==> src/rtl/peridot_phy_uart_pkg.sv <==
// Shared definitions for the PERIDOT UART PHYs (transmitter and receiver).
// Holds the bit-period helpers, the frame state enum and the framing constants.
package peridot_phy_uart_pkg;

  localparam int unsigned DATA_BITS = 8;
  localparam int unsigned DIV_WIDTH = 12;

  typedef enum logic [2:0] {
    StIdle,
    StStart,
    StData,
    StParity,
    StStop
  } uart_state_e;

  // Reload value for the bit-period down-counter (bit period minus one).
  function automatic logic [DIV_WIDTH-1:0] calc_div_m1(input int unsigned freq,
                                                       input int unsigned baud);
    int unsigned div;
    div = freq / baud;
    return DIV_WIDTH'(div - 1);
  endfunction

  // True when the bit period fits the divider: 2 .. 2**DIV_WIDTH clocks.
  function automatic bit div_in_range(input int unsigned freq, input int unsigned baud);
    int unsigned div;
    div = freq / baud;
    return (div >= 2) && (div <= (1 << DIV_WIDTH));
  endfunction

endpackage

==> src/rtl/peridot_uart_baud_tick.sv <==
// Reloadable bit-period down-counter for the UART PHYs.
// Ports:
//   clk     - clock, rising edge
//   reset   - synchronous active-high reset (counter cleared to 0)
//   restart - reload the counter, aligning bit boundaries to a frame start
//   tick    - high for the last clock of each bit period (counter at 0)
module peridot_uart_baud_tick
  import peridot_phy_uart_pkg::*;
#(
  parameter logic [DIV_WIDTH-1:0] Reload = DIV_WIDTH'(9)
) (
  input  logic clk,
  input  logic reset,
  input  logic restart,
  output logic tick
);

  logic [DIV_WIDTH-1:0] cnt_q, cnt_d;

  always_comb begin
    cnt_d = cnt_q - DIV_WIDTH'(1);
    if (restart || (cnt_q == '0)) begin
      cnt_d = Reload;
    end
  end

  always_ff @(posedge clk) begin
    if (reset) begin
      cnt_q <= '0;
    end else begin
      cnt_q <= cnt_d;
    end
  end

  assign tick = (cnt_q == '0);

endmodule

==> src/rtl/peridot_phy_txd.sv <==
// UART transmitter PHY: 8 data bits LSB first, 1 or 2 stop bits, fixed baud.
// A one-entry holding register accepts the next byte while the current frame
// shifts out, so back-to-back frames have no idle gap.
// Optional parity bit is built when PERIDOT_PHY_TXD_PARITY_EN is defined.
// Ports:
//   clk      - clock, rising edge
//   reset    - synchronous active-high reset
//   in_ready - sink ready (holding register empty)
//   in_valid - sink valid
//   in_data  - byte to send
//   txd      - registered serial output, idles high
//   tx_busy  - frame in progress or holding register full
module peridot_phy_txd
  import peridot_phy_uart_pkg::*;
#(
  parameter int unsigned CLOCK_FREQUENCY = 50000000,
  parameter int unsigned UART_BAUDRATE   = 115200,
  parameter int unsigned STOP_BITS       = 1,
  parameter int unsigned PARITY_ODD      = 0
) (
  input  logic       clk,
  input  logic       reset,
  output logic       in_ready,
  input  logic       in_valid,
  input  logic [7:0] in_data,
  output logic       txd,
  output logic       tx_busy
);

  localparam logic [DIV_WIDTH-1:0] DivM1 = calc_div_m1(CLOCK_FREQUENCY, UART_BAUDRATE);

  if (!div_in_range(CLOCK_FREQUENCY, UART_BAUDRATE)) begin : g_bad_div
    $error("peridot_phy_txd: bit period must be 2..4096 clocks");
  end
  if ((STOP_BITS != 1) && (STOP_BITS != 2)) begin : g_bad_stop
    $error("peridot_phy_txd: STOP_BITS must be 1 or 2");
  end
  if (PARITY_ODD > 1) begin : g_bad_parity
    $error("peridot_phy_txd: PARITY_ODD must be 0 or 1");
  end

  uart_state_e state_q, state_d;
  logic [7:0]  shift_q, shift_d;
  logic [7:0]  hold_data_q;
  logic        hold_valid_q, hold_valid_d;
  logic [2:0]  bit_cnt_q, bit_cnt_d;
  logic        stop_cnt_q, stop_cnt_d;  // extra stop bits still to send
  logic        txd_q, txd_d;
  logic        tick, restart, accept, stop_end, launch;
`ifdef PERIDOT_PHY_TXD_PARITY_EN
  logic        parity_q, parity_d;
`endif

  peridot_uart_baud_tick #(
    .Reload (DivM1)
  ) u_baud_tick (
    .clk     (clk),
    .reset   (reset),
    .restart (restart),
    .tick    (tick)
  );

  assign accept   = in_valid && !hold_valid_q;
  assign stop_end = (state_q == StStop) && tick && !stop_cnt_q;
  // Start a frame from idle, or chain straight from the final stop bit.
  assign launch   = hold_valid_q && ((state_q == StIdle) || stop_end);

  always_ff @(posedge clk) begin
    if (reset) begin
      state_q      <= StIdle;
      shift_q      <= '0;
      hold_data_q  <= '0;
      hold_valid_q <= 1'b0;
      bit_cnt_q    <= '0;
      stop_cnt_q   <= 1'b0;
      txd_q        <= 1'b1;
`ifdef PERIDOT_PHY_TXD_PARITY_EN
      parity_q     <= 1'b0;
`endif
    end else begin
      state_q      <= state_d;
      shift_q      <= shift_d;
      hold_valid_q <= hold_valid_d;
      bit_cnt_q    <= bit_cnt_d;
      stop_cnt_q   <= stop_cnt_d;
      txd_q        <= txd_d;
      if (accept) begin
        hold_data_q <= in_data;
      end
`ifdef PERIDOT_PHY_TXD_PARITY_EN
      parity_q     <= parity_d;
`endif
    end
  end

  always_comb begin
    state_d = state_q;
    unique case (state_q)
      StIdle:   if (hold_valid_q) state_d = StStart;
      StStart:  if (tick) state_d = StData;
      StData: begin
        if (tick && (bit_cnt_q == '0)) begin
`ifdef PERIDOT_PHY_TXD_PARITY_EN
          state_d = StParity;
`else
          state_d = StStop;
`endif
        end
      end
      StParity: if (tick) state_d = StStop;
      StStop:   if (stop_end) state_d = hold_valid_q ? StStart : StIdle;
      default:  state_d = StIdle;
    endcase
  end

  always_comb begin
    shift_d      = shift_q;
    hold_valid_d = hold_valid_q;
    bit_cnt_d    = bit_cnt_q;
    stop_cnt_d   = stop_cnt_q;
    txd_d        = txd_q;
    restart      = 1'b0;
`ifdef PERIDOT_PHY_TXD_PARITY_EN
    parity_d     = parity_q;
`endif
    if (accept) begin
      hold_valid_d = 1'b1;
    end
    if (launch) begin
      shift_d      = hold_data_q;
      hold_valid_d = 1'b0;
      txd_d        = 1'b0;
      restart      = 1'b1;
`ifdef PERIDOT_PHY_TXD_PARITY_EN
      parity_d     = (^hold_data_q) ^ PARITY_ODD[0];
`endif
    end else if (tick) begin
      unique case (state_q)
        StStart: begin
          txd_d     = shift_q[0];
          bit_cnt_d = 3'(DATA_BITS - 1);
        end
        StData: begin
          if (bit_cnt_q != '0) begin
            shift_d   = shift_q >> 1;
            txd_d     = shift_q[1];
            bit_cnt_d = bit_cnt_q - 3'd1;
          end else begin
`ifdef PERIDOT_PHY_TXD_PARITY_EN
            txd_d      = parity_q;
`else
            txd_d      = 1'b1;
            stop_cnt_d = (STOP_BITS == 2);
`endif
          end
        end
        StParity: begin
          txd_d      = 1'b1;
          stop_cnt_d = (STOP_BITS == 2);
        end
        StStop: begin
          if (stop_cnt_q) stop_cnt_d = 1'b0;
        end
        default: ;
      endcase
    end
  end

  always_comb begin
    txd      = txd_q;
    in_ready = !hold_valid_q;
    tx_busy  = (state_q != StIdle) || hold_valid_q;
  end

endmodule
==> config.mk <==
export PLATFORM = sky130hd
export DESIGN_NAME = peridot_phy_txd
export DESIGN_NICKNAME = d
export VERILOG_FILES = /design/src/rtl/peridot_phy_uart_pkg.sv /design/src/rtl/peridot_uart_baud_tick.sv /design/src/rtl/peridot_phy_txd.sv
export SDC_FILE = /design/constraint.sdc
export NUM_CORES = 1
export LEC_CHECK = 0
export ABC_CLOCK_PERIOD_IN_PS = 1980
export CORE_AREA = 2 2 56 64
export CTS_BUF_LIST = sky130_fd_sc_hd__clkbuf_8
export DETAILED_ROUTE_END_ITERATION = 10
export DIE_AREA = 0 0 58 66
export GPL_TIMING_DRIVEN = 0
export PLACE_DENSITY = 0.81
export SLEW_MARGIN = 5
export SYNTH_ARGS = -nofsm -noshare
export SYNTH_HDL_FRONTEND = slang
export SYNTH_SLANG_ARGS = --single-unit
==> constraint.sdc <==
create_clock -name clk -period 1.98 [get_ports clk]
set_input_delay 0.297 -clock clk [delete_from_list [all_inputs] [get_ports clk]]
set_output_delay 0.297 -clock clk [all_outputs]
set_load 0.1 [all_outputs]
After elaboration in Yosys (flattened, before gate mapping). Cells that the tools add are included.

Output and inout port bits: 3. Logic and storage cells: 73. Register bits: 37.

Equal/unequal tests: 11. $add $sub $neg: 2. Reduce and logical (&&, ||, !) cells: 29. Bitwise gates (word level): 1. Mux-type cells: 21.

Operators by type and width (number): $mux W8 (4); $mux W3 (6); $pmux W3 S5 (1); $ne A2 B2 Y1 const B (7); $logic_not A12 Y1 (1); $sub A12 B1 Y12 const B (1); $reduce_bool A2 Y1 (5); $mux W9 (1); $reduce_and A4 Y1 (2); $eq A3 B2 Y1 const B (2); $logic_not A3 Y1 (2); $mux W1 (6); $pmux W3 S2 (1); $reduce_bool A3 Y1 (2); $reduce_or A2 Y1 (3); $logic_and A1 B1 Y1 (5); $reduce_and A5 Y1 (1); $reduce_bool A4 Y1 (1); $eq A3 B1 Y1 const B (1); $eq A3 B3 Y1 const B (1); $logic_or A1 B1 Y1 (3); $pmux W1 S3 (1); $reduce_and A3 Y1 (1); $sub A3 B1 Y3 const B (1); other kinds (4) (5).

Depth between registers and ports, before layout.
Word-level depth: 8. Depth in mapped cells: 8.

Hierarchy. Synthesis repeated with hierarchy kept, for this count alone.

Cells, all modules: 183. Area, all modules: 1639.1 um^2.

Modules (own cells, without submodules): peridot_phy_txd (cells each 124, instances 1, area each 1074.8 um^2, sequential area each 480.5 um^2); peridot_uart_baud_tick (cells each 59, instances 1, area each 564.3 um^2, sequential area each 240.2 um^2).

Worst setup path after synthesis. Ideal clock, no wire load.

Path kind: register to register. Start: register u_baud_tick.cnt_q[7]. End: register bit_cnt_q[2]. Data required time: 1.862 ns. Path slack: -0.115 ns. Path buffers: 1. Cell stages (with the launch flop): 7. Setup time: 0.118 ns. Arrival time: 1.977 ns. Path through: dfxtp_1 > or4_4 > nand4bb_4 > or4_1 > buf_2 > o21ai_1 > a21oi_1.

Word-level cells in the longest chain between the ends: 7.

Ends and longest elaborated chain: start, declared (RTL line peridot_uart_baud_tick.sv:18) `logic [DIV_WIDTH-1:0] cnt_q, cnt_d;`; start signal, assigned (RTL line peridot_uart_baud_tick.sv:31) `cnt_q <= cnt_d;`; $logic_not A12 Y1 (*) (RTL line peridot_uart_baud_tick.sv:35) `assign tick = (cnt_q == '0);`; $logic_and A1 B1 Y1 (2 in series) (RTL line peridot_phy_txd.sv:64) `assign stop_end = (state_q == StStop) && tick && !stop_cnt_q;`; $logic_or A1 B1 Y1 (RTL line peridot_phy_txd.sv:66) `assign launch = hold_valid_q && ((state_q == StIdle) || stop_end);`; $logic_and A1 B1 Y1 (RTL line peridot_phy_txd.sv:66); $not A1 Y1 (no source line); $reduce_and A4 Y1 (no source line) (*); end signal, assigned (RTL line peridot_phy_txd.sv:84) `bit_cnt_q <= bit_cnt_d;`; end, declared (RTL line peridot_phy_txd.sv:46) `logic [2:0] bit_cnt_q, bit_cnt_d;`.

Mark *: on every way between the ends. The rest lies on a longest branch, timed or not. A chain may end at the register's enable or synchronous reset.

Worst setup path in the final report.
Start: register u_baud_tick.cnt_q[8]. End: register bit_cnt_q[0].

Same word-level chain as after synthesis.

==> results.ini <==
[worst_setup_path]
worstPathArrival_ns = 2.29
critical_path.cell_chain = or4_4 > nand4bb_4 > or4_4 > mux2i_1 > nor2_1
cp_data_required_time_ns = 2.14
ff2ff_path_depth = 5
timing.critical_path.from_type = register
rr_startpoint = u_baud_tick.cnt_q[8]
cp_common_cell = or4_4
cp_slowest_stage_delay_ns = 0.63
worst_r2r_endpoint = bit_cnt_q[0]
path_class = reg -> reg
rrSetupSlack_ns = -0.15
worst-path-max-fanout = 5
crit_slowest_cell = or4_4
critPathCaptureType = register

[sta]
timing.clock.skew_ns = 0.008782
post-route-period-util = 1.075
final_report_setup_violation_count = 12
maxSlewViolCount = 0
grt_setup_unrepaired = true
timing.final.ws_setup_ns = -0.1476
hold-worst-slack_ns = 0.4625
setup_total_negative_slack_ns = -1.331
report.final.hold_viol_count = 0
worst-slew-pin-transition_ns = 0.9613
highest_clock_rate_ghz = 0.4700
slew-limit-headroom = 0.3617
shortest_clock_period_the_worst_path_allows_after_layout_ns = 2.128

[finish]
layout.cells.non_filler = 242
syn_to_final_growth_pct = 28.07
commonest_non_fill_non_tap_cells_in_the_layout = 33 x dfxtp_1, 26 x nor2_1, 14 x a21oi_1
drive_above_1_share = 0.2233
final_common_cell = dfxtp_1
antenna-diode-count = 0
final_nets = 221

[logic_synthesis]
postSynthRegisterBits = 36
post_synth.cell_area_avg_sq_um = 8.992
post_synth_instance_area_sq_um = 1592
number_of_enable_flip_flop_cells_after_synthesis = 0
synth_nets = 192
synth_seq_area_share = 0.4528
yosys-top-cells-area = dfxtp_1 45%, nor2_1 6.4%, mux2i_1 6.3%
synth_cell_type_count = 33
synthFlopType = dfxtp_1
async_reset_ff_frac = 0
synth_top_cell_by_area = dfxtp_1
ys.warnings.count = 0
area_share_of_the_largest_cell_type_after_synthesis = 0.4528
post_syn_instances = 177

[clocking]
worstSkewPairLatency_ns = 0.29
clock_tree_buf_depth = 2
worst_setup_hold_path_clk_slew_ns = 0.07
tritoncts.num_buffers = 5
htree_num_levels = 2
tritoncts_clock_tree = yes
clock-root-buffer = clkbuf_8
cts.sinks = 36

[power_and_ir_drop]
power_per_standard_cell_area_nw_per_um2 = 1194
total_leakage_power_nw = 0.7620
vdd.ir_drop.worst_uv = 1044

[global_route]
antenna_found_initial = 0
grt_util_all_layers = 0.2028
grt-ovfl-total = 0
grt_start_max_net_pins = 11
grt_first_pass_wirelength_um = 5768
first_global_vias = 1238

[worst_hold_path]
hold_path_depth = 2
min_path_type = reg -> reg
timing.hold.worst.start = shift_q[2]
hold_end = shift_q[2]

[run_status]
status = complete, but fails checks
violations = setup timing

[floorplan]
floorplan.die.height_um = 66
fp.dieArea_sq_um = 3828
initial_core_util = 0.4984
core_area_sq_um = 3193
die-width_um = 58
row_count = 22
io_pins = 14

[place]
gpl.final_weighted_congestion = 0.7877
dp_hpwl_um = 2036
numPortBuffers = 13
placed_cell_count = 226

[drt]
met2WireLength_um = 1632
met1_length_um = 1526
drt_pass1_iterations = 4
remaining_drcs = 0
route.top_layer_used = met4
num_vias = 1347
routed_wl_um = 3364
final_antenna_net_count = 0
via_per_inst = 5.566
detail_route.wl_per_cell_um = 13.90
route.met3.wl_um = 132
initial_drc_count = 49

[flow_run]
max-cap-violations = 0

routing by layer:
metal,vias up,global-route usage
met3,6,0.05871
met5,-,0
met1,634,0.2543
met2,30,0.3068
met4,0,0.1192
li1,677,-
metrics by stage:
stage / power (mW) / setup WS [ns] / util / cell area [sq um]
6_report: 2.434 / -0.1476 / 0.6383 / 2038
5_1_grt: 2.586 / -0.1992 / 0.6383 / 2038
4_1_cts: 2.372 / -0.1682 / 0.6266 / 2001
3_5_place_dp: 1.775 / -0.3817 / 0.5568 / 1778
3_3_place_gp: 1.759 / -0.3668 / 0.5568 / 1778
2_1_floorplan: 1.621 / -0.07421 / - / 1603
worst max-delay path by stage:
stage	startpoint	slack, ns	to	cells past startpoint
after floorplan	u_baud_tick.cnt_q[7]	-0.07	bit_cnt_q[2]	6
after global placement	state_q[0]	-0.37	tx_busy	4
after detailed placement	state_q[0]	-0.38	tx_busy	4
after CTS	u_baud_tick.cnt_q[9]	-0.17	bit_cnt_q[0]	5
after global routing	u_baud_tick.cnt_q[8]	-0.20	bit_cnt_q[2]	5
final	u_baud_tick.cnt_q[8]	-0.15	bit_cnt_q[0]	5
synth_stat cells, types with 2 or more instances:
cell type  number
o31a_1          2
nand2_1         9
nor2_1         27
mux2i_1        10
ha_1            4
o21ai_0         5
or3_1           3
nor2b_1         3
nor3_1          5
inv_1           7
a211oi_1        5
nand2b_1        5
a22oi_1         3
xor2_1          3
nand3_1         5
or4_1           2
clkbuf_1        7
xnor2_1         5
nor4_1          2
a21oi_1        17
dfxtp_1        36
registers in the layout, indices dropped and copies added (netlist names):
register	flops
bit_cnt_q	3
hold_data_q	8
hold_valid_q	1
shift_q	8
state_q	3
txd	1
u_baud_tick.cnt_q	12
worst max-delay path, delay by kind of cell, from the launching register on:
kind,cells,cell delay (ns)
mux,1,0.15
flops,1,0.32
simple gates,4,1.52
kinds of logic after synthesis:
logic type | synth area share
multiplexers | 0.06290
AO/OA/AOI/OAI | 0.1533
adder cells (fa/ha/maj) | 0.03145
flip-flops | 0.4528
AND/OR/NAND/NOR | 0.2193
XOR/XNOR | 0.04403
buffers and inverters | 0.03617
final cells by class:
type / count / area (sq um)
Clock buffer: 5 / 68.82
Timing Repair Buffer: 22 / 193.9
Fill cell: 267 / 1155
Tap cell: 36 / 45.04
Multi-Input combinational cell: 127 / 930.9
Clock inverter: 2 / 8.758
Sequential cell: 36 / 724.4
Inverter: 7 / 26.28
Buffer: 7 / 40.04
power breakdown:
part	total (mW)	internal, mW	switching, mW
combinational	0.953	0.427	0.525
clock	0.477	0.234	0.244
sequential	1.00	0.869	0.135
total	2.43	1.53	0.904
repair_timing:
item,in CTS,in global routing
hold buffers,0,0
setup buffers,9,0
cloned,1,0
gates resized for setup,27,11
pin swaps,14,5
endpoints found under the setup margin,24,23
Note: power is estimated with default switching activity, not from simulation.
